===== config.mk =====
export PLATFORM = sky130hd
export DESIGN_NAME = dm_arbiter_flat
export DESIGN_NICKNAME = d
export VERILOG_FILES = /design/src/rtl/dm_arb_pkg.sv /design/src/rtl/dm_arb_if.sv /design/src/rtl/dm_arb_prio.sv /design/src/rtl/dm_arbiter.sv /design/src/flat_wrapper.sv
export SDC_FILE = /design/constraint.sdc
export NUM_CORES = 1
export LEC_CHECK = 0
export ABC_AREA = 1
export BUFFER_PORTS_ARGS = -buffer_cell sky130_fd_sc_hd__buf_2
export CORE_AREA = 2 2 99 101
export CTS_CLUSTER_DIAMETER = 50
export DETAILED_ROUTE_END_ITERATION = 8
export DIE_AREA = 0 0 101 103
export PLACE_DENSITY_LB_ADDON = 0.3
export SLEW_MARGIN = 10
export SYNTH_ARGS = -nofsm -noshare
export SYNTH_HDL_FRONTEND = slang
export SYNTH_SLANG_ARGS = --single-unit

===== constraint.sdc =====
create_clock -name clk -period 1.6 [get_ports clk]
set_input_delay 0.24 -clock clk [delete_from_list [all_inputs] [get_ports clk]]
set_output_delay 0.24 -clock clk [all_outputs]
set_load 0.01 [all_outputs]

===== src/rtl/dm_arb_pkg.sv =====
// rtl/dm_arb_pkg.sv - shared types and constants for the data-memory arbiter
package dm_arb_pkg;

    typedef enum logic [1:0] {
        IDLE  = 2'd0,
        ISSUE = 2'd1,
        RESP  = 2'd2
    } state_e;

    typedef enum logic {
        M0 = 1'b0,
        M1 = 1'b1
    } mid_e;

    localparam logic [3:0] WEB_NONE = 4'b1111;

endpackage


===== src/rtl/dm_arb_if.sv =====
// rtl/dm_arb_if.sv - one master's request/ack port into the data-memory arbiter
interface dm_arb_if #(
    parameter int AW = 14
);
    logic          req;
    logic [3:0]    web;
    logic [AW+1:0] addr;
    logic [31:0]   wdata;
    logic          ack;
    logic [31:0]   rdata;

    modport master (output req, web, addr, wdata, input ack, rdata);
    modport slave  (input req, web, addr, wdata, output ack, rdata);
endinterface


===== src/rtl/dm_arb_prio.sv =====
// rtl/dm_arb_prio.sv - winner select with an M0 streak limit that protects M1
module dm_arb_prio
    import dm_arb_pkg::*;
#(
    parameter int MAX_STREAK = 4
) (
    input  logic clk,
    input  logic rst_n,
    input  logic sample_i,
    input  logic m0_req_i,
    input  logic m1_req_i,
    output logic grant_o,
    output mid_e winner_o
);

    localparam int SW = $clog2(MAX_STREAK + 1);
    localparam logic [SW-1:0] STREAK_MAX = SW'(MAX_STREAK);

    logic [SW-1:0] streak_q, streak_d;

    always_comb begin
        grant_o  = sample_i && (m0_req_i || m1_req_i);
        winner_o = (m0_req_i && !(m1_req_i && streak_q == STREAK_MAX)) ? M0 : M1;
        streak_d = streak_q;
        // Streak only counts M0 wins that actually made M1 wait.
        if (sample_i) begin
            if (!m1_req_i) begin
                streak_d = '0;
            end else if (winner_o == M1) begin
                streak_d = '0;
            end else if (streak_q != STREAK_MAX) begin
                streak_d = streak_q + SW'(1);
            end
        end
    end

    always_ff @(posedge clk or negedge rst_n) begin
        if (!rst_n) begin
            streak_q <= '0;
        end else begin
            streak_q <= streak_d;
        end
    end

endmodule


===== src/rtl/dm_arbiter.sv =====
// rtl/dm_arbiter.sv - two-master single-port data-memory arbiter, 3 cycles per access
module dm_arbiter
    import dm_arb_pkg::*;
#(
    parameter int MAX_STREAK = 4,
    parameter int AW         = 14
) (
    input  logic          clk,
    input  logic          rst_n,
    dm_arb_if.slave       m0,
    dm_arb_if.slave       m1,
    output logic          dm_ceb,
    output logic [3:0]    dm_web,
    output logic [AW-1:0] dm_addr,
    output logic [31:0]   dm_di,
    input  logic [31:0]   dm_do,
    output logic          busy
);

    state_e        state_q, state_d;
    mid_e          win_q, win_d;
    logic [3:0]    web_q, web_d;
    logic [AW-1:0] addr_q, addr_d;
    logic [31:0]   wdata_q, wdata_d;
    logic          grant;
    mid_e          winner;

    // Byte lanes are chosen by web alone, so the low address bits never matter.
    logic unused_addr_lsbs;
    assign unused_addr_lsbs = ^{m0.addr[1:0], m1.addr[1:0]};

    dm_arb_prio #(.MAX_STREAK(MAX_STREAK)) u_prio (
        .clk      (clk),
        .rst_n    (rst_n),
        .sample_i (state_q == IDLE),
        .m0_req_i (m0.req),
        .m1_req_i (m1.req),
        .grant_o  (grant),
        .winner_o (winner)
    );

    always_comb begin
        state_d  = state_q;
        win_d    = win_q;
        web_d    = web_q;
        addr_d   = addr_q;
        wdata_d  = wdata_q;
        dm_ceb   = 1'b1;
        dm_web   = WEB_NONE;
        m0.ack   = 1'b0;
        m1.ack   = 1'b0;
        m0.rdata = '0;
        m1.rdata = '0;
        case (state_q)
            IDLE: begin
                if (grant) begin
                    state_d = ISSUE;
                    win_d   = winner;
                    if (winner == M0) begin
                        web_d   = m0.web;
                        addr_d  = m0.addr[AW+1:2];
                        wdata_d = m0.wdata;
                    end else begin
                        web_d   = m1.web;
                        addr_d  = m1.addr[AW+1:2];
                        wdata_d = m1.wdata;
                    end
                end
            end
            ISSUE: begin
                dm_ceb  = 1'b0;
                dm_web  = web_q;
                state_d = RESP;
            end
            RESP: begin
                if (win_q == M0) begin
                    m0.ack   = 1'b1;
                    m0.rdata = dm_do;
                end else begin
                    m1.ack   = 1'b1;
                    m1.rdata = dm_do;
                end
                state_d = IDLE;
            end
            default: state_d = IDLE;
        endcase
    end

    assign dm_addr = addr_q;
    assign dm_di   = wdata_q;
    assign busy    = (state_q != IDLE);

    always_ff @(posedge clk or negedge rst_n) begin
        if (!rst_n) begin
            state_q <= IDLE;
            win_q   <= M0;
            web_q   <= WEB_NONE;
            addr_q  <= '0;
            wdata_q <= '0;
        end else begin
            state_q <= state_d;
            win_q   <= win_d;
            web_q   <= web_d;
            addr_q  <= addr_d;
            wdata_q <= wdata_d;
        end
    end

endmodule


===== src/flat_wrapper.sv =====
// flat-port wrapper written by rule: the top's interface ports become plain ports
module dm_arbiter_flat import dm_arb_pkg::*;
#(
    parameter int MAX_STREAK = 4,
    parameter int AW         = 14
)
  (clk, rst_n, dm_ceb, dm_web, dm_addr, dm_di, dm_do, busy, m0_req, m0_web, m0_addr, m0_wdata, m0_ack, m0_rdata, m1_req, m1_web, m1_addr, m1_wdata, m1_ack, m1_rdata);
  dm_arb_if #(.AW(AW)) m0_i ();
  dm_arb_if #(.AW(AW)) m1_i ();
  input  logic clk;
  input  logic rst_n;
  output logic dm_ceb;
  output logic [3:0] dm_web;
  output logic [AW-1:0] dm_addr;
  output logic [31:0] dm_di;
  input  logic [31:0] dm_do;
  output logic busy;
  input wire logic [$bits(m0_i.req)-1:0] m0_req;
  input wire logic [$bits(m0_i.web)-1:0] m0_web;
  input wire logic [$bits(m0_i.addr)-1:0] m0_addr;
  input wire logic [$bits(m0_i.wdata)-1:0] m0_wdata;
  output wire logic [$bits(m0_i.ack)-1:0] m0_ack;
  output wire logic [$bits(m0_i.rdata)-1:0] m0_rdata;
  input wire logic [$bits(m1_i.req)-1:0] m1_req;
  input wire logic [$bits(m1_i.web)-1:0] m1_web;
  input wire logic [$bits(m1_i.addr)-1:0] m1_addr;
  input wire logic [$bits(m1_i.wdata)-1:0] m1_wdata;
  output wire logic [$bits(m1_i.ack)-1:0] m1_ack;
  output wire logic [$bits(m1_i.rdata)-1:0] m1_rdata;
  assign m0_i.req = m0_req;
  assign m0_i.web = m0_web;
  assign m0_i.addr = m0_addr;
  assign m0_i.wdata = m0_wdata;
  assign m0_ack = m0_i.ack;
  assign m0_rdata = m0_i.rdata;
  assign m1_i.req = m1_req;
  assign m1_i.web = m1_web;
  assign m1_i.addr = m1_addr;
  assign m1_i.wdata = m1_wdata;
  assign m1_ack = m1_i.ack;
  assign m1_rdata = m1_i.rdata;
  dm_arbiter #(.MAX_STREAK(MAX_STREAK), .AW(AW)) u_core (.clk(clk), .rst_n(rst_n), .m0(m0_i), .m1(m1_i), .dm_ceb(dm_ceb), .dm_web(dm_web), .dm_addr(dm_addr), .dm_di(dm_di), .dm_do(dm_do), .busy(busy));
endmodule

==> flow_summary.json, run 1 <==
{
  "synth_async_sr_flop_share_pct": 100,
  "worst-r2r-cell-count": 8,
  "slowest_delay_ps": 410,
  "n_fill_cell": 941,
  "grt_pass1_wl_mm": 17.2,
  "p_seq_share_pct": 33.0,
  "crit_chain": "inv_2 -> nor2_4 -> nand2_4 -> buf_12 -> nor2_1 -> buf_4",
  "p_leak_uw": 0.00359,
  "hold_viol": 0,
  "maxSlewHeadroom_pct": 75.0,
  "violations": "setup timing",
  "synth.top_cell.area_share_pct": 36.2,
  "vias": 4332,
  "ys_types": 22,
  "power_frac_comb_pct": 56.3,
  "drv_cap": 0,
  "rsz0062_at_grt": "true",
  "drc_errors": 0,
  "tightest_slew_ps": 375,
  "yosysSeqAreaShare_pct": 39.2,
  "cp_slowest_cell": "dfrtp_1",
  "placedCellCount": 919,
  "synth_flop_cell": "dfrtp_1",
  "grt_overflow": 0,
  "io_buffers": 253,
  "reg2reg_slack_ps": 130,
  "initialDrtViolationCount": 165,
  "grt_pass1_vias": 3633,
  "final_common_cell": "buf_2",
  "setup_viol": 68,
  "drive_above_1_share_pct": 39.5,
  "yosys.area.top_type": "dfrtp_1",
  "start_util_pct": 38.0,
  "timing.rr.start": "u_core.u_prio.streak_q[0]$_DFFE_PN0P_",
  "dp_hpwl_mm": 8.77,
  "outcome": "finished with violations",
  "skew_ps": 8.24,
  "finalCritPeriodShare_pct": 108,
  "netlist_area_sq_um": 3590,
  "hold_path_depth": 5,
  "p_int_uw": 4320,
  "yosysWarnings": 0,
  "clkPwrFrac_pct": 10.6,
  "wirelength_mm": 12.5,
  "ioPinCount": 258,
  "slew_viol_final": 0,
  "nets": 962,
  "fp.dieW_um": 101,
  "worstSkewPairLatency_ps": 310,
  "synthCells": 571,
  "dieArea_sq_um": 10400,
  "hp-class": "input port to flop",
  "fp-row-count": 36,
  "clkTransAtPathRegs_ps": 100,
  "cts_sinks": 56,
  "synth.avg_cell_area_sq_um": 6.29,
  "fmax_mhz": 581,
  "grt_max_degree": 57,
  "layout_min_cycle_time_ps": 1720,
  "max-clock-path-buffers": 2,
  "via_per_inst": 4.63,
  "cts_buffers": 5,
  "hold_start": "m1_web[3]",
  "powerDensity_nw_per_um2": 1430,
  "wl_per_cell_um": 13.4,
  "chipHeight_um": 103,
  "final_cell_count_no_fill": 935,
  "path_class": "flop to primary output",
  "reg2reg_to": "u_core.dm_di[15]$_DFFE_PN0P_",
  "hold_path_end": "u_core.web_q[3]$_DFFE_PN1P_",
  "drt_pass1_iterations": 5,
  "synth_seq_cells": 56,
  "gr-usage-all-layers_pct": 20.7,
  "final.setup.tns_ps": -3650,
  "switching_share_pct": 44.0,
  "multi_input_area_sq_um": 1590,
  "diodes": 0,
  "area.growth.synth_to_final_pct": 50.2,
  "cp-end-kind": "primary output",
  "ant_nets": 0,
  "start_kind": "flop",
  "ctsRootBufferMaster": "clkbuf_8",
  "core_sq_um": 9460,
  "synth-edff-count": 0,
  "crit_arrival_ps": 1480,
  "gp_congestion": 0.890,
  "switchingPower_uw": 3390,
  "ir_worst_vdd_v": 0.000693,
  "antenna_found_initial": 0,
  "synth_area_leaders": "dfrtp_1 36%, nand2_1 16%, inv_1 15%",
  "setup_slack_ps": -122,
  "ff_latch_area_sq_um": 1410,
  "worstPathRequired_ps": 1360,
  "synthesis.nets": 713,
  "layout_common_cells": "242 x buf_2, 155 x nand2_1, 138 x inv_1, 100 x nand3_1, 52 x dfrtp_1",
  "cts_tree": "done",
  "crit_fanout": 9,
  "h-tree-depth": 2
}
-- area by class of cell --
class | instances | share of cell area [%]
Sequential cell | 56 | 26.1
Multi-Input combinational cell | 341 | 29.5
Clock buffer | 7 | 1.60
Timing Repair Buffer | 274 | 30.1
Tap cell | 114 | 2.64
Inverter | 142 | 9.88
Clock inverter | 1 | 0.139
-- cells in the mapped netlist, types with 2 or more instances --
| cell | instances |
|---|---|
| nand2_1 | 157 |
| inv_1 | 141 |
| nand3_1 | 100 |
| nor2_1 | 66 |
| dfrtp_1 | 52 |
| clkbuf_1 | 14 |
| buf_2 | 10 |
| buf_6 | 5 |
| dfstp_2 | 4 |
| or2_2 | 4 |
| nand4_1 | 3 |
| a21oi_1 | 2 |
| buf_4 | 2 |
| ha_1 | 2 |
| o21ai_0 | 2 |
-- sequential cells by signal (all words and copies together) (netlist names) --
signal / cells
u_core.state_q: 2
u_core.dm_addr: 14
u_core.dm_di: 32
u_core.web_q: 4
u_core.win_q: 1
u_core.u_prio.streak_q: 3
-- metal layers --
layer  share of wire, %  track usage (%)
met5                  0                0
met4                3.1             7.59
met3                6.4             3.05
met2                 54             39.8
met1                 36             23.2
-- worst max-delay path by stage --
stage / from / to / depth (start not counted)
floorplan: u_core.state_q[0]$_DFFE_PN0P_ / m0_rdata[0] / 4
global placement: u_core.u_prio.streak_q[0]$_DFFE_PN0P_ / u_core.dm_di[13]$_DFFE_PN0P_ / 8
detailed placement: u_core.u_prio.streak_q[0]$_DFFE_PN0P_ / u_core.dm_di[15]$_DFFE_PN0P_ / 8
CTS: u_core.state_q[0]$_DFFE_PN0P_ / m1_rdata[18] / 5
global route: u_core.state_q[1]$_DFFE_PN0P_ / m1_rdata[30] / 6
finish: u_core.state_q[1]$_DFFE_PN0P_ / m1_rdata[22] / 6
-- logic make-up (layout without fill, tap and decap cells) --
group,count (synthesis),count (layout),share of synthesized area (%)
flip-flops,56,56,39.2
AND/OR/NAND/NOR,333,333,39.2
adder cells (fa/ha/maj),2,2,0.697
AO/OA/AOI/OAI,6,6,1.15
buffers and inverters,174,424,19.8
-- worst max-delay path: cells and delay by family, from the launching register on --
| kind | cells | cell delay (ps) |
|---|---|---|
| and+or+nand+nor | 3 | 370 |
| DFF | 1 | 410 |
| buffers and inverters | 3 | 380 |
-- through the flow --
step | utilization (%) | power, uW | hold WS (ps) | cell area [sq um] | worst slack (ps)
6_report | 57.0 | 7720 | 204 | 5400 | -122
5_1_grt | 57.0 | 8340 | 228 | 5400 | -201
4_1_cts | 54.9 | 7490 | 196 | 5200 | -47.9
3_5_place_dp | 52.8 | 6430 | 268 | 5000 | 83.3
3_3_place_gp | 52.8 | 6320 | 261 | 5000 | 146
2_1_floorplan | - | 4760 | -55.6 | 3590 | 346
-- timing repair --
action,4_1_cts,5_1_grt
setup endpoints to repair,66,81
hold buffers,1,0
gates cloned,0,3
setup buffers,4,0
endpoints found under the hold margin,52,0
resized for setup,20,42
pin swaps,1,2
-- power by group through the flow --
stage	Sequential, uW	Combinational, uW	Clock (uW)
2_1_floorplan	2810	1950	0
3_3_place_gp	2530	3800	0
3_5_place_dp	2540	3880	0
4_1_cts	2530	4110	849
5_1_grt	2640	4800	901
6_report	2550	4350	821
Power figures use the tool's default switching activity.
==> inputs of run 2 (changes only) <==
- BUFFER_PORTS_ARGS: -buffer_cell sky130_fd_sc_hd__buf_2 -> unset
- CELL_PAD_IN_SITES_DETAIL_PLACEMENT: unset -> 0
- CELL_PAD_IN_SITES_GLOBAL_PLACEMENT: unset -> 1
- CORE_AREA: 2 2 99 101 -> 2 2 101 103
- DIE_AREA: 0 0 101 103 -> 0 0 103 105
- DONT_BUFFER_PORTS: unset -> 1
==> run 2 against run 1 <==
Compared with the run above:
- highest routed layer unchanged
- final area fell by 16%
- the run still ends with setup timing left
- maximum frequency rose by 3.3%
- via count fell by 17%
- register-to-register slack got worse by 20 ps
- clock skew rose by 2.2 ps
- worst hold slack got worse by 120 ps
- largest cell class is now multi-input gates
- die area rose by 4.0%
==> flow_summary.json, run 2 (same netlist as run 1, synthesis figures left out) <==
{
  "holdWs_ps": 88.0,
  "rsz0062_at_grt": "true",
  "layout_common_cells": "156 x nand2_1, 139 x inv_1, 100 x nand3_1, 72 x buf_4, 52 x dfrtp_1",
  "crit_fanout": 33,
  "fp-row-count": 36,
  "violations": "setup timing",
  "maxSlewHeadroom_pct": 78.3,
  "finalCritPeriodShare_pct": 104,
  "p_leak_uw": 0.00280,
  "dp_hpwl_mm": 8.36,
  "cts_sinks": 56,
  "core_sq_um": 9640,
  "max-clock-path-buffers": 2,
  "nets": 771,
  "cp-end-kind": "primary output",
  "ir_worst_vdd_v": 0.000648,
  "ff_latch_area_sq_um": 1410,
  "start_kind": "flop",
  "drive_above_1_share_pct": 21.4,
  "gr-usage-all-layers_pct": 19.8,
  "n_fill_cell": 1037,
  "reg2reg_slack_ps": 110,
  "ctsRootBufferMaster": "clkbuf_8",
  "antenna_found_initial": 0,
  "h-tree-depth": 2,
  "area.growth.synth_to_final_pct": 26.3,
  "diodes": 0,
  "vias": 3606,
  "outcome": "finished with violations",
  "chipHeight_um": 105,
  "fin_util_pct": 47.1,
  "drt_pass1_iterations": 4,
  "skew_ps": 10.5,
  "ant_nets": 0,
  "via_per_inst": 4.73,
  "wirelength_mm": 11.3,
  "tightest_slew_ps": 326,
  "drv_cap": 0,
  "grt_pass1_vias": 3339,
  "largest_register_ffs": 32,
  "slew_viol_final": 0,
  "grt_max_degree": 57,
  "cts_tree": "done",
  "fmax_mhz": 600,
  "start_util_pct": 37.3,
  "gp_congestion": 0.809,
  "final_common_cell": "nand2_1",
  "crit_arrival_ps": 1430,
  "drc_errors": 0,
  "worstSkewPairLatency_ps": 320,
  "cts_buffers": 5,
  "path_class": "flop to primary output",
  "hp-class": "input port to flop",
  "multi_input_area_sq_um": 1560,
  "io_buffers": 0,
  "grt_pass1_wl_mm": 16.7,
  "layout_min_cycle_time_ps": 1670,
  "ioPinCount": 258,
  "dieArea_sq_um": 10800,
  "wl_per_cell_um": 14.7,
  "setup_viol": 65,
  "worstPathRequired_ps": 1360,
  "initialDrtViolationCount": 105,
  "fp.dieW_um": 103,
  "clkTransAtPathRegs_ps": 100,
  "setup_slack_ps": -66.5,
  "powerDensity_nw_per_um2": 1580,
  "hold_viol": 0,
  "grt_overflow": 0,
  "final.setup.tns_ps": -2150
}
run 2: changes by cell type in the layout (fill, tap and decap cells not counted), sizes merged:
| cell | before | now |
|---|---|---|
| bufinv | 0 | 1 |
| clkbuf | 9 | 6 |
| clkinv | 0 | 1 |
| buf | 271 | 81 |
run 2: path summary, 6_finish.rpt:
kind                                                from                                     to  cells past startpoint
max                        u_core.state_q[1]$_DFFE_PN0P_                           m1_rdata[18]                      6
min                                               m1_req  u_core.u_prio.streak_q[2]$_DFFE_PN0P_                      2
max reg2reg                u_core.state_q[1]$_DFFE_PN0P_            u_core.dm_di[8]$_DFFE_PN0P_                      8
min reg2reg                  u_core.web_q[2]$_DFFE_PN1P_            u_core.web_q[2]$_DFFE_PN1P_                      2
max in group asynchronous                          rst_n            u_core.web_q[2]$_DFFE_PN1P_                      2
min in group asynchronous                          rst_n            u_core.dm_di[1]$_DFFE_PN0P_                      2
run 2: cell type report:
class                      count  share of cell area (%)
timing repair buffer          83                    16.6
sequential                    56                    31.0
multi-input combinational    341                    34.4
inverter                     142                    11.8
tap                          133                    3.67
clock inverter                 3                   0.938
clock buffer                   5                    1.52
run 2: worst max-delay path: stages (launching register included):
cell and delay, ps:
dfrtp_1 390, inv_1 60, nor2_2 130, nand2_1 100
buf_12 180, nor2_1 110, buf_4 130
run 2: stage by stage:
| stage | power, uW | instance area, sq um | setup slack, ps | std cells |
|---|---|---|---|---|
| after CTS | 6980 | 4380 | -50.9 | 759 |
| final | 7160 | 4540 | -66.5 | 763 |
| after global routing | 7740 | 4540 | -198 | 763 |
| after global placement | 5820 | 4210 | 206 | 747 |
| after detailed placement | 5910 | 4210 | 141 | 747 |
| after floorplan | 4760 | 3590 | 346 | 571 |
run 2: power by group:
| part | internal, uW | switching, uW |
|---|---|---|
| sequential | 2160 | 828 |
| combinational | 1340 | 1880 |
| clock | 464 | 485 |
| total | 3960 | 3200 |
run 2: what timing repair did:
action                                  in CTS  in global routing
hold buffers                                 2                  0
endpoints found under the setup margin      68                 70
gates cloned                                 0                  1
gates resized for setup                      5                 38
pin swaps                                    0                  2
setup buffers                                2                  3
endpoints found under the hold margin       56                  0
run 2: per-layer routing:
metal	global-route usage, %	part of all wire (%)	vias up
met5	0	0	-
met4	5.08	1.8	0
met3	4.75	7.5	14
met2	37.8	54	170
met1	21.1	37	1643
li1	-	-	1779
